<file path="src/rtl/audio_frame_loader_if.sv">
// audio_frame_loader_if: sample stream in, parallel frame out, plus the
// transmitter's frame tick and underrun reporting.
interface audio_frame_loader_if #(
    parameter int unsigned NUM_SAMPLES = 32,
    parameter int unsigned SAMPLE_W    = 8,
    parameter int unsigned CNT_W       = 16
);
    logic [SAMPLE_W-1:0] s_data;
    logic                s_valid;
    logic                s_ready;
    logic                frame_tick;
    logic [SAMPLE_W-1:0] audio_data [NUM_SAMPLES-1:0];
    logic                frame_valid;
    logic                underrun;
    logic [CNT_W-1:0]    underrun_cnt;

    // Upstream feeder / transmitter side
    modport master (
        output s_data, s_valid, frame_tick,
        input  s_ready, audio_data, frame_valid, underrun, underrun_cnt
    );

    // Loader side
    modport slave (
        input  s_data, s_valid, frame_tick,
        output s_ready, audio_data, frame_valid, underrun, underrun_cnt
    );
endinterface

</file>
<file path="src/rtl/audio_frame_loader.sv">
// audio_frame_loader: assembles a byte stream into NUM_SAMPLES-sample frames in
// a ping-pong buffer and swaps banks on the transmitter's frame tick.
// Optional build macro AUDIO_FRAME_MUTE_ON_UNDERRUN_EN: an underrun mutes the
// output bank to mid-scale and clears frame_valid until the next swap.
module audio_frame_loader #(
    parameter int unsigned NUM_SAMPLES = 32,
    parameter int unsigned SAMPLE_W    = 8,
    parameter int unsigned CNT_W       = 16
) (
    input  logic               clk,
    input  logic               reset,
    audio_frame_loader_if.slave bus
);
    localparam int unsigned       IDX_W    = (NUM_SAMPLES > 1) ? $clog2(NUM_SAMPLES) : 1;
    localparam logic [IDX_W-1:0]  LAST_IDX = IDX_W'(NUM_SAMPLES - 1);
`ifdef AUDIO_FRAME_MUTE_ON_UNDERRUN_EN
    localparam logic [SAMPLE_W-1:0] MID_SCALE = SAMPLE_W'(1) << (SAMPLE_W - 1);
`endif

    typedef enum logic {
        ST_FILL,
        ST_FULL
    } state_t;

    state_t              state;
    logic                ptr;
    logic [IDX_W-1:0]    wr_idx;
    logic [SAMPLE_W-1:0] bank [2][NUM_SAMPLES-1:0];

    logic                accept;
    logic                last_accept;
    logic                fill_sel;

    // Handshake qualification; out bank is bank[ptr], fill bank the other one
    assign accept      = (state == ST_FILL) && bus.s_ready && bus.s_valid;
    assign last_accept = accept && (wr_idx == LAST_IDX);
    assign fill_sel    = ~ptr;

    // Output frame is the out bank selected by the registered pointer
    always_comb begin
        for (int i = 0; i < int'(NUM_SAMPLES); i++) begin
            bus.audio_data[i] = bank[ptr][i];
        end
    end

    // Fill/full state machine, bank swap and underrun accounting
    always_ff @(posedge clk) begin
        if (reset) begin
            for (int b = 0; b < 2; b++) begin
                for (int i = 0; i < int'(NUM_SAMPLES); i++) begin
                    bank[b][i] <= '0;
                end
            end
            state            <= ST_FILL;
            ptr              <= 1'b0;
            wr_idx           <= '0;
            bus.s_ready      <= 1'b0;
            bus.frame_valid  <= 1'b0;
            bus.underrun     <= 1'b0;
            bus.underrun_cnt <= '0;
        end else begin
            bus.underrun <= 1'b0;

            if (accept) begin
                bank[fill_sel][wr_idx] <= bus.s_data;
                wr_idx                 <= wr_idx + 1'b1;
            end

            case (state)
                ST_FILL: begin
                    bus.s_ready <= 1'b1;
                    if (bus.frame_tick && last_accept) begin
                        // Last sample lands in the same cycle as the tick: swap directly
                        ptr             <= ~ptr;
                        bus.frame_valid <= 1'b1;
                        wr_idx          <= '0;
                    end else begin
                        if (last_accept) begin
                            state       <= ST_FULL;
                            bus.s_ready <= 1'b0;
                        end
                        if (bus.frame_tick) begin
                            // Tick with a partial fill: report it, keep filling
                            bus.underrun <= 1'b1;
                            if (bus.underrun_cnt != '1) begin
                                bus.underrun_cnt <= bus.underrun_cnt + 1'b1;
                            end
`ifdef AUDIO_FRAME_MUTE_ON_UNDERRUN_EN
                            for (int i = 0; i < int'(NUM_SAMPLES); i++) begin
                                bank[ptr][i] <= MID_SCALE;
                            end
                            bus.frame_valid <= 1'b0;
`else
                            // Out bank keeps repeating the previous frame
`endif
                        end
                    end
                end
                ST_FULL: begin
                    bus.s_ready <= 1'b0;
                    if (bus.frame_tick) begin
                        ptr             <= ~ptr;
                        bus.frame_valid <= 1'b1;
                        wr_idx          <= '0;
                        state           <= ST_FILL;
                        bus.s_ready     <= 1'b1;
                    end
                end
                default: begin
                    state <= ST_FILL;
                end
            endcase
        end
    end
endmodule

</file>
<file path="src/flat_wrapper.sv">
// flat-port wrapper written by rule: the top's interface ports become plain ports
module audio_frame_loader_flat 
#(
    parameter int unsigned NUM_SAMPLES = 32,
    parameter int unsigned SAMPLE_W    = 8,
    parameter int unsigned CNT_W       = 16
)
  (clk, reset, bus_s_data, bus_s_valid, bus_frame_tick, bus_s_ready, bus_audio_data, bus_frame_valid, bus_underrun, bus_underrun_cnt);
  audio_frame_loader_if #(.NUM_SAMPLES(NUM_SAMPLES), .SAMPLE_W(SAMPLE_W), .CNT_W(CNT_W)) bus_i ();
  input  logic clk;
  input  logic reset;
  input wire logic [$bits(bus_i.s_data)-1:0] bus_s_data;
  input wire logic [$bits(bus_i.s_valid)-1:0] bus_s_valid;
  input wire logic [$bits(bus_i.frame_tick)-1:0] bus_frame_tick;
  output wire logic [$bits(bus_i.s_ready)-1:0] bus_s_ready;
  output wire logic [$bits(bus_i.audio_data)-1:0] bus_audio_data;
  output wire logic [$bits(bus_i.frame_valid)-1:0] bus_frame_valid;
  output wire logic [$bits(bus_i.underrun)-1:0] bus_underrun;
  output wire logic [$bits(bus_i.underrun_cnt)-1:0] bus_underrun_cnt;
  assign bus_i.s_data = bus_s_data;
  assign bus_i.s_valid = bus_s_valid;
  assign bus_i.frame_tick = bus_frame_tick;
  assign bus_s_ready = bus_i.s_ready;
  assign bus_audio_data = {>>{bus_i.audio_data}};
  assign bus_frame_valid = bus_i.frame_valid;
  assign bus_underrun = bus_i.underrun;
  assign bus_underrun_cnt = bus_i.underrun_cnt;
  audio_frame_loader #(.NUM_SAMPLES(NUM_SAMPLES), .SAMPLE_W(SAMPLE_W), .CNT_W(CNT_W)) u_core (.clk(clk), .reset(reset), .bus(bus_i));
endmodule
</file>
<file path="config.mk">
export PLATFORM = sky130hd
export DESIGN_NAME = audio_frame_loader_flat
export DESIGN_NICKNAME = d
export VERILOG_FILES = /design/src/rtl/audio_frame_loader_if.sv /design/src/rtl/audio_frame_loader.sv /design/src/flat_wrapper.sv
export SDC_FILE = /design/constraint.sdc
export NUM_CORES = 1
export LEC_CHECK = 0
export ABC_AREA = 0
export CAP_MARGIN = 20
export CORE_MARGIN = 2
export CORE_UTILIZATION = 45
export DETAILED_ROUTE_END_ITERATION = 7
export GPL_ROUTABILITY_DRIVEN = 0
export HOLD_SLACK_MARGIN = 0.03
export PLACE_DENSITY_LB_ADDON = 0.25
export SLEW_MARGIN = 20
export SYNTH_ARGS = -nofsm -noshare
export SYNTH_HDL_FRONTEND = slang
export SYNTH_SLANG_ARGS = --single-unit
</file>
<file path="constraint.sdc">
create_clock -name clk -period 7.4 [get_ports clk]
set_input_delay 0.74 -clock clk [delete_from_list [all_inputs] [get_ports clk]]
set_output_delay 0.74 -clock clk [all_outputs]
set_load 0.01 [all_outputs]
</file>
* Yosys cells after proc, flatten, opt, wreduce, memory -nomap -nowiden
Memories as Yosys holds them, arrays and structs flattened. A register that Yosys moved wholly into a read port is not among the register bits. Index checks and enable logic that the tools add are counted. Widths: inputs -> output; s select.
Storage, ports and cells: bits in registers 26, bits in writable memories 512, input bits 12, word-level logic and storage cells 58, memories kept 1
Operators by class: $add $sub $neg 2, order comparisons 2, equal/unequal tests 4, multiplexer cells 30, bitwise gates (word level) 3, reduce and logical (&&, ||, !) cells 9
Memory list:
- u_core.bank | depth 2, bits a word 256, read ports 1, clocked after memory_dff 1, wr ports 2, RTL line audio_frame_loader.sv:28 | logic [SAMPLE_W-1:0] bank [2][NUM_SAMPLES-1:0];
Operators by type and width (number):
- $mux 256 | 3
- $reduce_or 256->1 | 1
- $demux 8 s5 | 1
- $mux 1 | 17
- $add 16x1->16 const B | 1
- $ne 16x16->1 const B | 1
- $mux 5 | 3
- $pmux 5 s2 | 1
- $mux 8 | 1
- $pmux 1 s2 | 4
- $lt 5x6->1 const B | 1
- $add 5x1->5 const B | 1
- $eq 5x5->1 const B | 1
- $ge 5x1->1 const B | 1
- $logic_and 1x1->1 | 5
- $ne 2x2->1 const B | 2
- $reduce_and 4->1 | 1
- $not 1->1 | 3
- $reduce_or 3->1 | 1
- $reduce_and 2->1 | 1

* Depth between registers and ports, before layout
depth after elaboration 9, gate-level depth with buffers 8, mapped depth without buffers 7

* Worst setup path after synthesis
No wires, ideal clock.
path kind input port to flip-flop, start point input reset, end point memory u_core.bank[1][100] in the netlist's numbering, data pin, arrival time 2.981 ns, required time 7.008 ns, slack 4.028 ns, cell stages on the path 6, path buffers 2, cell sequence or4b_1 or3_1 buf_6 and4_4 buf_6 a31oi_1
RTL lines:
- start, declared | RTL line flat_wrapper.sv:11 | input logic reset;
- end, declared | RTL line audio_frame_loader.sv:28

==> results by group <==
Setup path
  • Crit path kind: flop to output port
  • RR Startpoint: u_core.bus.s_ready
  • R2R setup slack: 4090 ps
  • Worst Path Arrival: 3110 ps
  • Worst r2r path cells: 4
  • Reg2reg end: u_core.bank[1][116]
  • Crit Path Max Fanout: 76
  • Startpoint Class: flop
  • Setup crit end kind: output port
  • Worst EP required: 6660 ps

Global routing
  • Initial antenna violation count: 1
  • Tot GR Track Use: 0.2412
  • Largest net degree at the start of global routing: 153
  • Total gr overflow: 0
  • First-pass GRT wire length: 88.25 mm
  • Vias in the first global route: roughly 13000

Synthesis
  • Number of synthesized flops with an enable pin: 512
  • Post-Syn Area: 0.02194 mm2
  • Asr flop ratio synth: 0
  • Largest area contributor in the netlist: edfxtp_1
  • Netlist cell types: 47
  • Seq/Total Area, Yosys: 0.7253
  • #FFs+latches synth: approximately 540
  • Mapped Avg Cell Area: 15.35 um2
  • Ys flop type: edfxtp_1
  • Ranking of synthesized cells by area: edfxtp_1 (70%), mux2_2 (13%), nor2_1 (4.8%)
  • Share of the synthesized area in the top cell type: 0.7007
  • Post-Synthesis Cells: 1429
  • YS warnings: 0
  • Syn nets: 1447

Timing
  • TNS Setup: 0 ps
  • Slew HR: 0.3278
  • Period utilization: 0.5205
  • Final setup fails: 0
  • Hold slack: 455.7 ps
  • Worst Skew: around 11 ps
  • Worst slew pin tran: 1008 ps
  • Fmax: around 260 MHz
  • Max-slew violations: 0
  • RSZ-0062 raised after global routing: no
  • Final Critical Period: 3852 ps
  • Final hold violations: 0
  • Setup ws final: between 3000 and 4000 ps

CTS
  • Htree depth: 2
  • CTS resizes: 0
  • Skew-Pair Late Insertion Delay: ~600 ps
  • # hold bufs at CTS: 0
  • CTS buffer count: 53
  • TritonCTS clock tree: done
  • CTS root buffer: clkbuf_16
  • Setup Fix Bufs, Post-CTS: 0
  • CTS Sinks: 539
  • Deepest clock path buffer count: 3
  • Clock transition at path regs: roughly 60 ps

Final layout
  • Diode count: 0
  • NumNets Final: 1720
  • Layout area overhead: 25.26%
  • Share of layout cells above drive strength 1: 0.2457
  • Final cell count without fillers: 2361

Worst hold path
  • Worst Hold Launch: u_core.bus.frame_valid
  • Hold crit path type: flop to flop
  • Hold Path Depth: 2
  • Hold EP: u_core.bus.frame_valid

Pwr
  • Pleak: 0.009053 uW
  • Worst vdd ir: 0.0001831 V
  • P per Cell Area: 246.6 mW/mm2
  • Power Total: 6777 uW

Drt
  • DRT Pass-1 Iters: 5
  • Initial detailed-routing violation count: 1492
  • Final wirelength: 61.52 mm
  • Vias/cell: approximately 5.7
  • Post-route antenna net violation count: 0
  • Residual DRC: 0
  • Wire length per cell: 26.06 um
  • Via count: 13454

Die
  • Rows: 80
  • Boundary Pins: about 290
  • Die Y: 224.8 um
  • Initial Util: 0.4576
  • Die area: between 0.05 and 0.06 mm2
  • Core ar.: between 0.04 and 0.05 mm2
  • Die Span X: around 220 um

Placement
  • Place WS: 3236 ps
  • DP Cell Count: roughly 2300
  • Number of I/O port buffers: 286
  • Detailed Place HPWL: about 39 mm

Run
  • Max_cap viols: 0

Status
  • Outcome: complete, no violations
## stage by stage
stage / instance area, um2 / util
after floorplan: 21940 / -
after global placement: 25480 / 0.5314
final: 27490 / 0.5733
after global routing: 27490 / 0.5733
after detailed placement: 25620 / 0.5343
after CTS: 27450 / 0.5724
## sequential cells by signal, indices dropped and copies added, names as in the netlist, named ones only
register,flops
u_core.bank,512
u_core.bus.underrun,1
u_core.wr_idx,5
u_core.bus.underrun_cnt,16
u_core.ptr,1
u_core.bus.s_ready,1
u_core.bus.frame_valid,1
u_core.state,1
## cells by family after synthesis
family,count (synthesis),synth area share
XOR/XNOR,3,0.001198
AND/OR/NAND/NOR,410,0.08091
flip-flops,539,0.7253
AO/OA/AOI/OAI,106,0.03564
buffers and inverters,102,0.01859
multiplexers,263,0.1349
adder cells (fa/ha/maj),6,0.003421
## layout by cell type (no fill, tap or decap), types with 7 or more instances in the layout
| cell | instances |
|---|---|
| clkbuf_16 | 55 |
| nand4_1 | 7 |
| edfxtp_1 | 512 |
| nor2_1 | 280 |
| nand3_1 | 7 |
| buf_4 | 13 |
| bufinv_16 | 9 |
| nand2b_1 | 7 |
| o21ai_0 | 7 |
| nand2_1 | 43 |
| nor2b_1 | 7 |
| a21oi_1 | 14 |
| clkbuf_1 | 7 |
| inv_1 | 14 |
| o21bai_1 | 29 |
| dfxtp_1 | 25 |
| mux2_2 | 261 |
| clkinv_2 | 14 |
| a31o_2 | 36 |
| nor3_1 | 16 |
| a31oi_4 | 8 |
| clkdlybuf4s50_1 | 285 |
## synth_stat cells (3+ instances only)
cell type,number
or4_1,6
nor4_1,4
nand2b_1,7
and4_1,3
dfxtp_1,27
mux2_2,261
nand2_1,51
nand3_1,7
edfxtp_1,512
nand3b_1,3
a31oi_1,8
clkbuf_1,71
buf_1,7
nor2_1,282
inv_1,14
o21ai_0,7
o31ai_1,4
ha_1,6
nor2b_1,7
nand4_1,7
a21oi_1,14
o21bai_1,29
a31o_2,36
nor3_1,16
buf_2,8
## how the worst max path moves through the flow
stage,slack (ps),cells past startpoint,to
2_1_floorplan,4030,6,u_core.bank[1][100]
3_3_place_gp,3170,5,u_core.bank[1][36]
3_5_place_dp,3240,5,u_core.bank[1][116]
4_1_cts,3480,3,bus_audio_data[82]
5_1_grt,3410,3,bus_audio_data[82]
6_report,3550,3,bus_audio_data[237]
## per-layer routing
layer / part of all wire / vias to the layer above / routed length (um) / global-route usage
li1: - / 5866 / - / -
met1: 0.41 / 6818 / 25410 / 0.3356
met2: 0.48 / 670 / 29490 / 0.3853
met3: 0.079 / 100 / 4855 / 0.04350
met4: 0.029 / 0 / 1756 / 0.08011
met5: 0 / - / 0 / 0
## critical path, stage by stage, from the launching register on
cell and delay, ps:
dfxtp_4 640, buf_4 860, mux2_2 460, clkdlybuf4s50_1 490
## cell type report
type	count	area, um2
well taps	615	769.5
repair buffers	306	3123
fillers	3689	20460
clock inverters	37	425.4
inverters	14	52.55
multi-input cells	788	5789
flip-flops and latches	539	15920
clock buffers	62	1403
## power by group
| part | internal, uW | switching (uW) | leakage [uW] |
|---|---|---|---|
| sequential | 3480 | 44.7 | 0.00531 |
| combinational | 200 | 222 | 0.00286 |
| clock | 1670 | 1160 | 0.000887 |
(Power assumes the default switching activity.)
